--- src/rtl/gray_pkg.sv ---
// Shared Gray-code helpers used by the Gray encoder and decoder blocks.
// Functions operate on a fixed maximum-width word; narrower codes are
// zero-extended by the caller, which leaves the results unchanged.
package gray_pkg;

    localparam int GRAY_WIDTH_DEF = 4;
    localparam int GRAY_MAX_W     = 32;
    localparam int GRAY_CNT_W     = 6;

    typedef logic [GRAY_MAX_W-1:0] gray_word_t;
    typedef logic [GRAY_CNT_W-1:0] gray_cnt_t;

    // Prefix XOR from the MSB down: each bit becomes the XOR of itself and all higher bits.
    function automatic gray_word_t gray2bin(input gray_word_t g);
        gray_word_t b;
        b = g;
        b = b ^ (b >> 1);
        b = b ^ (b >> 2);
        b = b ^ (b >> 4);
        b = b ^ (b >> 8);
        b = b ^ (b >> 16);
        return b;
    endfunction

    function automatic gray_word_t bin2gray(input gray_word_t b);
        return b ^ (b >> 1);
    endfunction

    function automatic gray_cnt_t popcount(input gray_word_t w);
        gray_cnt_t cnt;
        cnt = '0;
        for (int i = 0; i < GRAY_MAX_W; i++) begin
            cnt = cnt + {{(GRAY_CNT_W-1){1'b0}}, w[i]};
        end
        return cnt;
    endfunction

endpackage

--- src/rtl/gray2bin_comb.sv ---
// Pure combinational Gray-to-binary conversion. Bit i of the result is the
// XOR of all Gray bits from i upward, the closed form of the MSB-first chain.
module gray2bin_comb
    import gray_pkg::*;
#(
    parameter int WIDTH = GRAY_WIDTH_DEF
) (
    input  logic [WIDTH-1:0] gray_i,
    output logic [WIDTH-1:0] bin_o
);

    for (genvar i = 0; i < WIDTH; i++) begin : g_bit
        assign bin_o[i] = ^gray_i[WIDTH-1:i];
    end

endmodule

--- src/rtl/gray_to_binary_decoder.sv ---
// Streaming Gray-to-binary decoder with single-bit-step checking.
// One registered output slot behind a valid/ready handshake; each accepted
// code is decoded and compared with the previously accepted code.
module gray_to_binary_decoder
    import gray_pkg::*;
#(
    parameter int WIDTH     = GRAY_WIDTH_DEF,  // 2..GRAY_MAX_W
    parameter int ERR_CNT_W = 8
) (
    input  logic                 clk,
    input  logic                 rst,
    input  logic                 in_valid,
    output logic                 in_ready,
    input  logic [WIDTH-1:0]     gray_in,
    output logic                 out_valid,
    input  logic                 out_ready,
    output logic [WIDTH-1:0]     bin_out,
    output logic                 step_err,
    output logic                 step_dir,
    output logic                 first,
    output logic [ERR_CNT_W-1:0] err_cnt
);

    localparam logic [WIDTH-1:0] ONE_W   = WIDTH'(1);
    localparam gray_cnt_t        ONE_CNT = GRAY_CNT_W'(1);

    // Counter holds at all-ones instead of wrapping.
    function automatic logic [ERR_CNT_W-1:0] sat_inc(input logic [ERR_CNT_W-1:0] c);
        if (&c) begin
            return c;
        end
        return c + ERR_CNT_W'(1);
    endfunction

    logic                 out_valid_q, out_valid_d;
    logic [WIDTH-1:0]     bin_q,       bin_d;
    logic                 step_err_q,  step_err_d;
    logic                 step_dir_q,  step_dir_d;
    logic                 first_q,     first_d;
    logic [ERR_CNT_W-1:0] err_cnt_q,   err_cnt_d;
    logic                 prev_valid_q, prev_valid_d;
    logic [WIDTH-1:0]     prev_gray_q,  prev_gray_d;
    logic [WIDTH-1:0]     prev_bin_q,   prev_bin_d;

    logic                 accept;
    logic [WIDTH-1:0]     bin_new;
    gray_cnt_t            diff_bits;

    gray2bin_comb #(
        .WIDTH (WIDTH)
    ) u_gray2bin (
        .gray_i (gray_in),
        .bin_o  (bin_new)
    );

    assign in_ready  = !out_valid_q || out_ready;
    assign accept    = in_valid && in_ready;
    assign diff_bits = popcount(GRAY_MAX_W'(gray_in ^ prev_gray_q));

    // Next-state: load a new sample on accept, otherwise retire a consumed output.
    always_comb begin
        out_valid_d  = out_valid_q;
        bin_d        = bin_q;
        step_err_d   = step_err_q;
        step_dir_d   = step_dir_q;
        first_d      = first_q;
        err_cnt_d    = err_cnt_q;
        prev_valid_d = prev_valid_q;
        prev_gray_d  = prev_gray_q;
        prev_bin_d   = prev_bin_q;

        if (accept) begin
            out_valid_d  = 1'b1;
            bin_d        = bin_new;
            first_d      = !prev_valid_q;
            step_err_d   = prev_valid_q && (diff_bits != ONE_CNT);
            // Wrap-around (e.g. max -> 0) is covered by the modular increment.
            step_dir_d   = prev_valid_q && (diff_bits == ONE_CNT) &&
                           (bin_new == prev_bin_q + ONE_W);
            if (prev_valid_q && (diff_bits != ONE_CNT)) begin
                err_cnt_d = sat_inc(err_cnt_q);
            end
            // Resynchronise to the latest code even when it was an error.
            prev_valid_d = 1'b1;
            prev_gray_d  = gray_in;
            prev_bin_d   = bin_new;
        end else if (out_ready) begin
            out_valid_d  = 1'b0;
        end
    end

    // State register with synchronous reset of the whole slot and history.
    always_ff @(posedge clk) begin
        if (rst) begin
            out_valid_q  <= 1'b0;
            bin_q        <= '0;
            step_err_q   <= 1'b0;
            step_dir_q   <= 1'b0;
            first_q      <= 1'b0;
            err_cnt_q    <= '0;
            prev_valid_q <= 1'b0;
            prev_gray_q  <= '0;
            prev_bin_q   <= '0;
        end else begin
            out_valid_q  <= out_valid_d;
            bin_q        <= bin_d;
            step_err_q   <= step_err_d;
            step_dir_q   <= step_dir_d;
            first_q      <= first_d;
            err_cnt_q    <= err_cnt_d;
            prev_valid_q <= prev_valid_d;
            prev_gray_q  <= prev_gray_d;
            prev_bin_q   <= prev_bin_d;
        end
    end

    assign out_valid = out_valid_q;
    assign bin_out   = bin_q;
    assign step_err  = step_err_q;
    assign step_dir  = step_dir_q;
    assign first     = first_q;
    assign err_cnt   = err_cnt_q;

endmodule

--- config.mk ---
export PLATFORM = sky130hd
export DESIGN_NAME = gray_to_binary_decoder
export DESIGN_NICKNAME = d
export VERILOG_FILES = /design/src/rtl/gray_pkg.sv /design/src/rtl/gray2bin_comb.sv /design/src/rtl/gray_to_binary_decoder.sv
export SDC_FILE = /design/constraint.sdc
export NUM_CORES = 1
export LEC_CHECK = 0
export ABC_AREA = 1
export ABC_CLOCK_PERIOD_IN_PS = 3760
export CAP_MARGIN = 25
export CORE_ASPECT_RATIO = 1.2
export CORE_MARGIN = 2
export CORE_UTILIZATION = 40
export CTS_CLUSTER_DIAMETER = 100
export DETAILED_ROUTE_END_ITERATION = 12
export PLACE_DENSITY_LB_ADDON = 0.2
export SYNTH_ARGS = -nofsm -noshare
export SYNTH_HDL_FRONTEND = slang
export SYNTH_HIERARCHICAL = 1
export SYNTH_SLANG_ARGS = --single-unit
--- constraint.sdc ---
create_clock -name clk -period 3.76 [get_ports clk]
set_clock_uncertainty 0.05 [all_clocks]
set_input_delay 0.752 -clock clk [delete_from_list [all_inputs] [get_ports clk]]
set_output_delay 0.752 -clock clk [all_outputs]
set_load 0.03 [all_outputs]
## Word-level counts from Yosys, hierarchy flattened

Index checks and enable logic that the tools add are counted.

- Word-level logic and storage cells: 65
- Flip-flop bits (word level): 21
- Input port bits: 8

- Muxes and demuxes: 6
- Bitwise logic cells: 1
- Equal/unequal tests: 4
- Add/sub/neg operators: 33
- Reductions and logical operators: 13

Operators by type and width:

| cell | number |
|---|---|
| adder 6 x 1 -> 6 bit, second input constant | 26 |
| adder 8 x 1 -> 8 bit, second input constant | 1 |
| two-way mux 8 bit | 1 |
| AND reduction 8 bit | 1 |
| adder 5 x 1 -> 6 bit, second input constant | 1 |
| equality test 6 x 1 -> 1 bit, second input constant | 1 |
| != test 6 x 1 -> 1 bit, second input constant | 1 |
| adder 4 x 1 -> 5 bit, second input constant | 1 |
| two-way mux 1 bit | 5 |
| adder 3 x 1 -> 4 bit | 1 |
| adder 4 x 1 -> 4 bit, second input constant | 1 |
| equality test 4 bit | 1 |
| logical AND 1 bit | 4 |
| parity 4 bit | 1 |
| XOR 4 bit | 1 |
| adder 2 x 1 -> 3 bit | 1 |
| AND reduction 3 bit | 1 |
| parity 3 bit | 1 |
| adder 1 x 1 -> 2 bit | 1 |
| logical NOT 1 bit | 2 |
| != test 2 bit, second input constant | 1 |
| nonzero test 2 bit | 1 |
| parity 2 bit | 1 |
| logical OR 1 bit | 1 |

## Longest topological paths before layout

Gate-level depths: netlist of the first run.

- Word-level depth: 38
- Gate-level depth with buffers: 14
- Mapped depth without buffers: 14

## Modules after synthesis

Netlist of the first run, hierarchy kept.

By module, submodules not included:

| module | times used | cells an instance | seq. area each (um2) | area each (um2) |
|---|---|---|---|---|
| gray_to_binary_decoder | 1 | 157 | 420.4 | 1143.6 |
| gray2bin_comb | 1 | 21 | 0.0 | 90.1 |

## Worst setup path after synthesis of the first run

No wires, ideal clock.

- Path kind: input-to-reg
- Start: input gray_in[0]
- End: register err_cnt_q[0], in the netlist err_cnt[0]
- Stages on the path: 14
- Setup slack: 1122 ps
- Arrival time: 2474 ps
- Setup time: 114 ps
- Path buffers: 0
- Required time: 3596 ps
- Path through: xnor2_1 -> fa_1 -> inv_1 -> ha_1 -> ha_1 -> inv_1 -> nand2_1 -> nor2_1 -> inv_1 -> nand2_4 -> nor2_4 -> nand2_1 -> nand2_1 -> nor2_1

- Cells in the longest elaborated chain, start to end: 35

Ends and longest elaborated chain:

| item | RTL line | text |
|---|---|---|
| start: declaration | gray_to_binary_decoder.sv:14 | `input logic [WIDTH-1:0] gray_in,` |
| XOR 4 bit | gray_to_binary_decoder.sv:58 | `assign diff_bits = popcount(GRAY_MAX_W'(gray_in ^ prev_gray_q));` |
| adder 1 x 1 -> 2 bit | gray_pkg.sv:33 | `cnt = cnt + {{(GRAY_CNT_W-1){1'b0}}, w[i]};` |
| adder 2 x 1 -> 3 bit | gray_pkg.sv:33 |  |
| adder 3 x 1 -> 4 bit | gray_pkg.sv:33 |  |
| adder 4 x 1 -> 5 bit | gray_pkg.sv:33 |  |
| adder 5 x 1 -> 6 bit | gray_pkg.sv:33 |  |
| adder 6 x 1 -> 6 bit (26 in a row) | gray_pkg.sv:33 |  |
| != test 6 x 1 -> 1 bit | gray_to_binary_decoder.sv:80 | `if (prev_valid_q && (diff_bits != ONE_CNT)) begin` |
| logical AND 1 bit | gray_to_binary_decoder.sv:80 |  |
| AND reduction 3 bit (no line) | -- |  |
| end signal: assignment | gray_to_binary_decoder.sv:110 | `err_cnt_q <= err_cnt_d;` |
| end: declaration | gray_to_binary_decoder.sv:40 | `logic [ERR_CNT_W-1:0] err_cnt_q, err_cnt_d;` |

No other way between the ends.
A chain may end at the register's enable or synchronous reset.

## Worst setup path after layout of the first run

- Start: input gray_in[1]
- End: register err_cnt_q[6], in the netlist err_cnt[6]

The elaborated chain is that of the path after synthesis.

==> results_dict.tcl, run 1 <==
set metrics [dict create \
    result_of_the_run "finished clean" \
    floorplan.initialDensity_pct 41.12 \
    drc 0 \
    die_h_um 64.84 \
    drt-pass1-iter-count 4 \
    clockRootBuffer "sky130_fd_sc_hd__clkbuf_4" \
    area_growth_syn_to_layout_pct 24.24 \
    aggregate_global_routing_overflow 0 \
    worst-slew-pin-transition_ns 0.4416 \
    synth-seq-area-share_pct 34.08 \
    rsz0062_at_grt "false" \
    netlist.area_leader.share_pct 34.08 \
    leakage_nw 0.6840 \
    worst-endpoint-arrival_ns 3.24 \
    report.final.hold_viol_count 0 \
    vias_in_the_first_global_route 1101 \
    clock_path_buffers 2 \
    fill_cells 303 \
    crit_path_max_fanout 9 \
    route.final.wire_length_um 2656 \
    fin_util_pct 51.08 \
    synthDominantAreaCellType "sky130_fd_sc_hd__dfxtp_1" \
    synthCells 178 \
    number_of_distinct_library_cells_after_synthesis 23 \
    crit_type "in2reg" \
    cellInternalPower_mw 0.3338 \
    number_of_buffer_cells_added_on_primary_ports 24 \
    drtIter0Drc 43 \
    p_total_mw 0.5037 \
    placed_cell_count 235 \
    power_frac_clock_pct 22.3 \
    clkTransAtPathRegs_ns 0.12 \
    setup_tns_ns 0 \
    htreeDepth 1 \
    top_ports 25 \
    power_per_cell_area_mw_per_mm2 328.6 \
    clk-insertion-delay-late_ns 0.30 \
    synth-seq-cells 21 \
    syn-cell-area_mm2 0.001234 \
    post_cts.repair.setup_buffers 0 \
    grt_first_pass_wirelength_um 4505 \
    route.vias.total 1141 \
    layout_common_cells "53 x sky130_fd_sc_hd__nand2_1, 24 x sky130_fd_sc_hd__clkdlybuf4s50_1, 21 x sky130_fd_sc_hd__inv_1, 21 x sky130_fd_sc_hd__dfxtp_1, 20 x sky130_fd_sc_hd__nor2_1" \
    diodes 0 \
    nNetsFinal 217 \
    layout_commonest_cell "sky130_fd_sc_hd__nand2_1" \
    pwr-share-comb_pct 28.8 \
    finalCriticalPeriod_ns 3.053 \
    max-cap-violations 0 \
    relSlewSlack_pct 70.47 \
    design.die.area_mm2 0.003546 \
    die_x_um 54.70 \
    ant_nets 0 \
    cts_resized 0 \
    timing.final.crit_share_pct 81.20 \
    cp-end-kind "flip-flop" \
    gpl.final_weighted_congestion 0.7473 \
    avgViaCountPerCell 4.774 \
    cp.required_ns 3.94 \
    final-setup-viol-count 0 \
    hold-worst-slack_ns 0.4286 \
    groute.usage.overall_pct 17.16 \
    switchingPower_mw 0.1699 \
    tritoncts_num_sinks 21 \
    start_kind "primary input" \
    ctsHoldBuffers 0 \
    hold_class "reg2reg" \
    finish.instance_area_mm2 0.001533 \
    grt_max_degree 16 \
    peak_freq_ghz 0.3275 \
    placedInstanceArea_mm2 0.001506 \
    synth_warn 6 \
    post-dp-hpwl_um 2035 \
    placeableCoreArea_mm2 0.003000 \
    seq_power_share_pct 48.9 \
    setup_slack_ns 0.7068 \
    peakVddDrop_v 0.0001753 \
    avgRoutedWirePerCell_um 11.11 \
    netlist_top_cells_area "sky130_fd_sc_hd__dfxtp_1 34%, sky130_fd_sc_hd__nand2_1 16%, sky130_fd_sc_hd__inv_1 6.4%" \
    dpl_worst_slack_ns 0.3734 \
    postSynthNetCount 191 \
    timing.final.max_slew_violations 0 \
    power.switching_fraction_pct 33.74 \
    cts_inserted_buffers 3 \
    cts_tree "yes" \
    finalNonFillerCells 239 \
    grt_antenna_before_repair 0 \
    share_of_layout_cells_above_drive_strength_1_pct 7.882 \
    rows 22 \
    syn_area_per_cell_um2 6.931 \
]
-- critical path: stages --
cell and delay (ns):
sky130_fd_sc_hd__clkdlybuf4s50_1 0.60, sky130_fd_sc_hd__xnor2_1 0.13, sky130_fd_sc_hd__fa_1 0.51, sky130_fd_sc_hd__inv_1 0.04, sky130_fd_sc_hd__ha_1 0.19, sky130_fd_sc_hd__ha_1 0.27
sky130_fd_sc_hd__inv_1 0.03, sky130_fd_sc_hd__nand2_1 0.05, sky130_fd_sc_hd__nor2_1 0.05, sky130_fd_sc_hd__inv_1 0.12, sky130_fd_sc_hd__nand2_4 0.07, sky130_fd_sc_hd__nor2_4 0.20
sky130_fd_sc_hd__nand2_1 0.08, sky130_fd_sc_hd__a21oi_1 0.14
-- path summary, 6_finish.rpt --
path / start / to / slack (ns) / cells past startpoint
max: gray_in[1] / err_cnt[6] / 0.71 / 14
min: step_err / step_err / 0.43 / 2
max reg2reg: prev_gray_q[0] / err_cnt[6] / 1.36 / 13
min reg2reg: step_err / step_err / 0.43 / 2
-- synthesized netlist by cell type --
cell type                  number
sky130_fd_sc_hd__nand2_1       53
sky130_fd_sc_hd__dfxtp_1       21
sky130_fd_sc_hd__inv_1         21
sky130_fd_sc_hd__nor2_1        20
sky130_fd_sc_hd__a21oi_1       14
sky130_fd_sc_hd__o21ai_0       10
sky130_fd_sc_hd__nand3_1        5
sky130_fd_sc_hd__xnor2_1        5
sky130_fd_sc_hd__xor2_1         5
sky130_fd_sc_hd__ha_1           4
sky130_fd_sc_hd__nand2_4        3
sky130_fd_sc_hd__nand3b_1       3
sky130_fd_sc_hd__nand2_2        2
sky130_fd_sc_hd__nor2_2         2
sky130_fd_sc_hd__nor2_4         2
sky130_fd_sc_hd__buf_1          1
sky130_fd_sc_hd__buf_2          1
sky130_fd_sc_hd__buf_4          1
sky130_fd_sc_hd__clkbuf_1       1
sky130_fd_sc_hd__fa_1           1
sky130_fd_sc_hd__inv_2          1
sky130_fd_sc_hd__nand3_2        1
sky130_fd_sc_hd__nor2_8         1
-- state kept, by name (all words and copies together), names as in the netlist --
name / flops
err_cnt: 8
prev_bin_q: 4
prev_gray_q: 4
first: 1
out_valid: 1
prev_valid_q: 1
step_dir: 1
step_err: 1
-- power groups by stage --
stage / Sequential (mW) / Clock (mW) / Combinational [mW]
2_1_floorplan: 0.267 / 0 / 0.0842
3_3_place_gp: 0.251 / 0 / 0.143
3_5_place_dp: 0.252 / 0 / 0.147
4_1_cts: 0.247 / 0.117 / 0.147
5_1_grt: 0.248 / 0.127 / 0.164
6_report: 0.246 / 0.112 / 0.145
-- area by class of cell --
class	instances	area, µm²	area share [%]
multi-input combinational	131	710.7	46.37
clock buffer	4	26.28	1.714
timing repair buffer	25	247.7	16.16
inverter	22	82.58	5.388
sequential	21	420.4	27.43
tap	36	45.04	2.939
-- kinds of logic after synthesis --
kind of cell	after synthesis	share of synthesized area, %
and+or+nand+nor	92	35.09
AOI/OAI and AO/OA	24	9.737
adders and majority gates	5	5.680
buffers and inverters	26	8.316
xor gates and xnor gates	10	7.099
DFF	21	34.08
-- layer usage --
metal	up-vias	global-route usage, %	share of wire (%)
li1	598	-	-
met5	-	0	0
met1	522	19.46	44
met4	0	8.750	1.8
met2	17	29.61	50
met3	4	2.535	3.6
Note: power is estimated with default switching activity, not from simulation.
==> run 2: changes to the inputs <==
--- a/config.mk
+++ b/config.mk
@@ -6,7 +6,7 @@
 export NUM_CORES = 1
 export LEC_CHECK = 0
 export ABC_AREA = 1
-export ABC_CLOCK_PERIOD_IN_PS = 3760
+export ABC_CLOCK_PERIOD_IN_PS = 2500
 export CAP_MARGIN = 25
 export CORE_ASPECT_RATIO = 1.2
 export CORE_MARGIN = 2
==> constraint.sdc (replaced) <==
create_clock -name clk -period 2.5 [get_ports clk]
set_clock_uncertainty 0.05 [all_clocks]
set_input_delay 0.5 -clock clk [delete_from_list [all_inputs] [get_ports clk]]
set_output_delay 0.5 -clock clk [all_outputs]
set_load 0.03 [all_outputs]
==> run 2 against run 1 <==
Routed wire length is 3.4% higher; global-route usage is 0.49 points higher; final area is 5.1% higher; critical path depth stayed put; utilization is 2.6 points higher; setup slack worse by 0.53 ns; register-to-register slack worse by 1.2 ns; first-iteration DRC count is 56% lower; combinational power is 67% higher; count of clock-buffer cells in the layout is 1 lower; die area stayed put; worst hold slack better by 0.013 ns; critical path type unchanged; largest cell class unchanged; highest routed layer unchanged.
==> results_dict.tcl, run 2 (synthesis gave the netlist of run 1 again) <==
set metrics [dict create \
    layout_common_cells "53 x sky130_fd_sc_hd__nand2_1, 21 x sky130_fd_sc_hd__dfxtp_1, 21 x sky130_fd_sc_hd__clkdlybuf4s50_1, 20 x sky130_fd_sc_hd__inv_1, 18 x sky130_fd_sc_hd__nor2_1" \
    relSlewSlack_pct 78.23 \
    result_of_the_run "finished clean" \
    tritoncts_num_sinks 21 \
    timing.final.max_slew_violations 0 \
    hold-worst-slack_ns 0.4412 \
    peakVddDrop_v 0.0002899 \
    post-dp-hpwl_um 2056 \
    number_of_buffer_cells_added_on_primary_ports 24 \
    cp-end-kind "flip-flop" \
    worst-endpoint-arrival_ns 2.52 \
    placeableCoreArea_mm2 0.003000 \
    crit_type "in2reg" \
    drtIter0Drc 19 \
    route.final.wire_length_um 2746 \
    ant_nets 0 \
    r2r_start "prev_gray_q[0]" \
    grt_first_pass_wirelength_um 4692 \
    rows 22 \
    finish.instance_area_mm2 0.001612 \
    die_h_um 64.84 \
    aggregate_global_routing_overflow 0 \
    startpoint "gray_in[3]" \
    hold_depth 2 \
    grt_max_degree 16 \
    nNetsFinal 222 \
    fill_cells 314 \
    htreeDepth 1 \
    crit_path_cell_trace "clkdlybuf4s15_1, xnor2_2, fa_1, inv_1, ha_1, ha_1, inv_1, nand2_1, nor2_2, inv_2, nand2_4, nor2_4, nand2_1, a21oi_2" \
    hold_class "reg2reg" \
    peak_freq_ghz 0.4306 \
    clk-insertion-delay-late_ns 0.30 \
    cts_inserted_buffers 3 \
    report.final.hold_viol_count 0 \
    timing.final.crit_share_pct 92.89 \
    avgRoutedWirePerCell_um 11.25 \
    worst_hold_startpoint "step_dir" \
    start_kind "primary input" \
    power_per_cell_area_mw_per_mm2 484.5 \
    cts_tree "yes" \
    design.die.area_mm2 0.003546 \
    ctsHoldBuffers 0 \
    clock_path_buffers 2 \
    share_of_layout_cells_above_drive_strength_1_pct 15.87 \
    clkTransAtPathRegs_ns 0.13 \
    reg2regPathDepth 13 \
    floorplan.initialDensity_pct 41.12 \
    leakage_nw 0.7254 \
    crit_path_max_fanout 5 \
    avgViaCountPerCell 4.758 \
    clockRootBuffer "sky130_fd_sc_hd__clkbuf_4" \
    finalCriticalPeriod_ns 2.322 \
    route.vias.total 1161 \
    drt-pass1-iter-count 4 \
    max-cap-violations 0 \
    cp.required_ns 2.69 \
    final-setup-viol-count 0 \
    timing.rr.end "err_cnt[4]" \
    grt_antenna_before_repair 0 \
    rsz0062_at_grt "false" \
    layout_commonest_cell "sky130_fd_sc_hd__nand2_1" \
    area_growth_syn_to_layout_pct 30.63 \
    largest_reg_flops 8 \
    die_x_um 54.70 \
    slowest_delay_ns 0.48 \
    diodes 0 \
    reg2reg_setup_slack_ns 0.19 \
    crit_end "err_cnt[4]" \
    worst-slew-pin-transition_ns 0.3255 \
    top_ports 25 \
    placedInstanceArea_mm2 0.001536 \
    fin_util_pct 53.71 \
    drc 0 \
    vias_in_the_first_global_route 1136 \
    gpl.final_weighted_congestion 0.7693 \
    cp_slowest_cell "sky130_fd_sc_hd__fa_1" \
    groute.usage.overall_pct 17.65 \
    setup_tns_ns 0 \
]
-- run 2: report_power, final --
part           switching (mW)  internal [mW]
logic                   0.144         0.0981
clock network           0.107         0.0596
registers              0.0182          0.354
total                   0.269          0.512
-- run 2: layout make-up --
cell class	instances	area [µm²]	share of cell area [%]
clock buffer	3	22.52	1.398
clock inverter	1	5.005	0.3106
inverter	22	82.58	5.124
multi-input combinational	132	768.2	47.67
sequential	21	420.4	26.09
tap	36	45.04	2.795
timing repair buffer	29	267.8	16.61
-- run 2: worst min path at each step --
stage                     slack [ns]              to
after floorplan                 0.43  prev_gray_q[2]
after global placement          0.41        step_dir
after detailed placement        0.41        step_dir
after CTS                       0.43        step_dir
after global routing            0.49        step_dir
final                           0.44        step_dir
-- run 2: through the flow --
step,setup slack [ns],std cells,total power [mW]
global placement,-0.4576,239,0.5978
global route,0.01588,244,0.8390
detailed placement,-0.5350,239,0.6037
CTS,0.09226,244,0.7886
floorplan,0.1140,178,0.5279
finish,0.1777,244,0.7808
-- run 2: critical path, delay by kind of cell --
kind,cells,cell delay [ns]
adders and majority gates,3,0.93
AOI/OAI and AO/OA,1,0.12
xor gates and xnor gates,1,0.15
and+or+nand+nor,5,0.44
buffers and inverters,4,0.37
-- run 2: metal layers --
metal	track usage (%)	wire length (µm)	vias up	share of wire (%)
met5	0	0	-	0
met4	8.750	24	0	0.87
met3	2.535	82	2	3.0
met2	29.61	1407	18	51
met1	20.97	1231	532	45
li1	-	-	609	-
-- run 2: repair_timing --
item,4_1_cts,5_1_grt
resized for setup,10,10
setup endpoints to repair,9,9
setup buffers,0,0
cloned,1,0
pin swaps,1,6
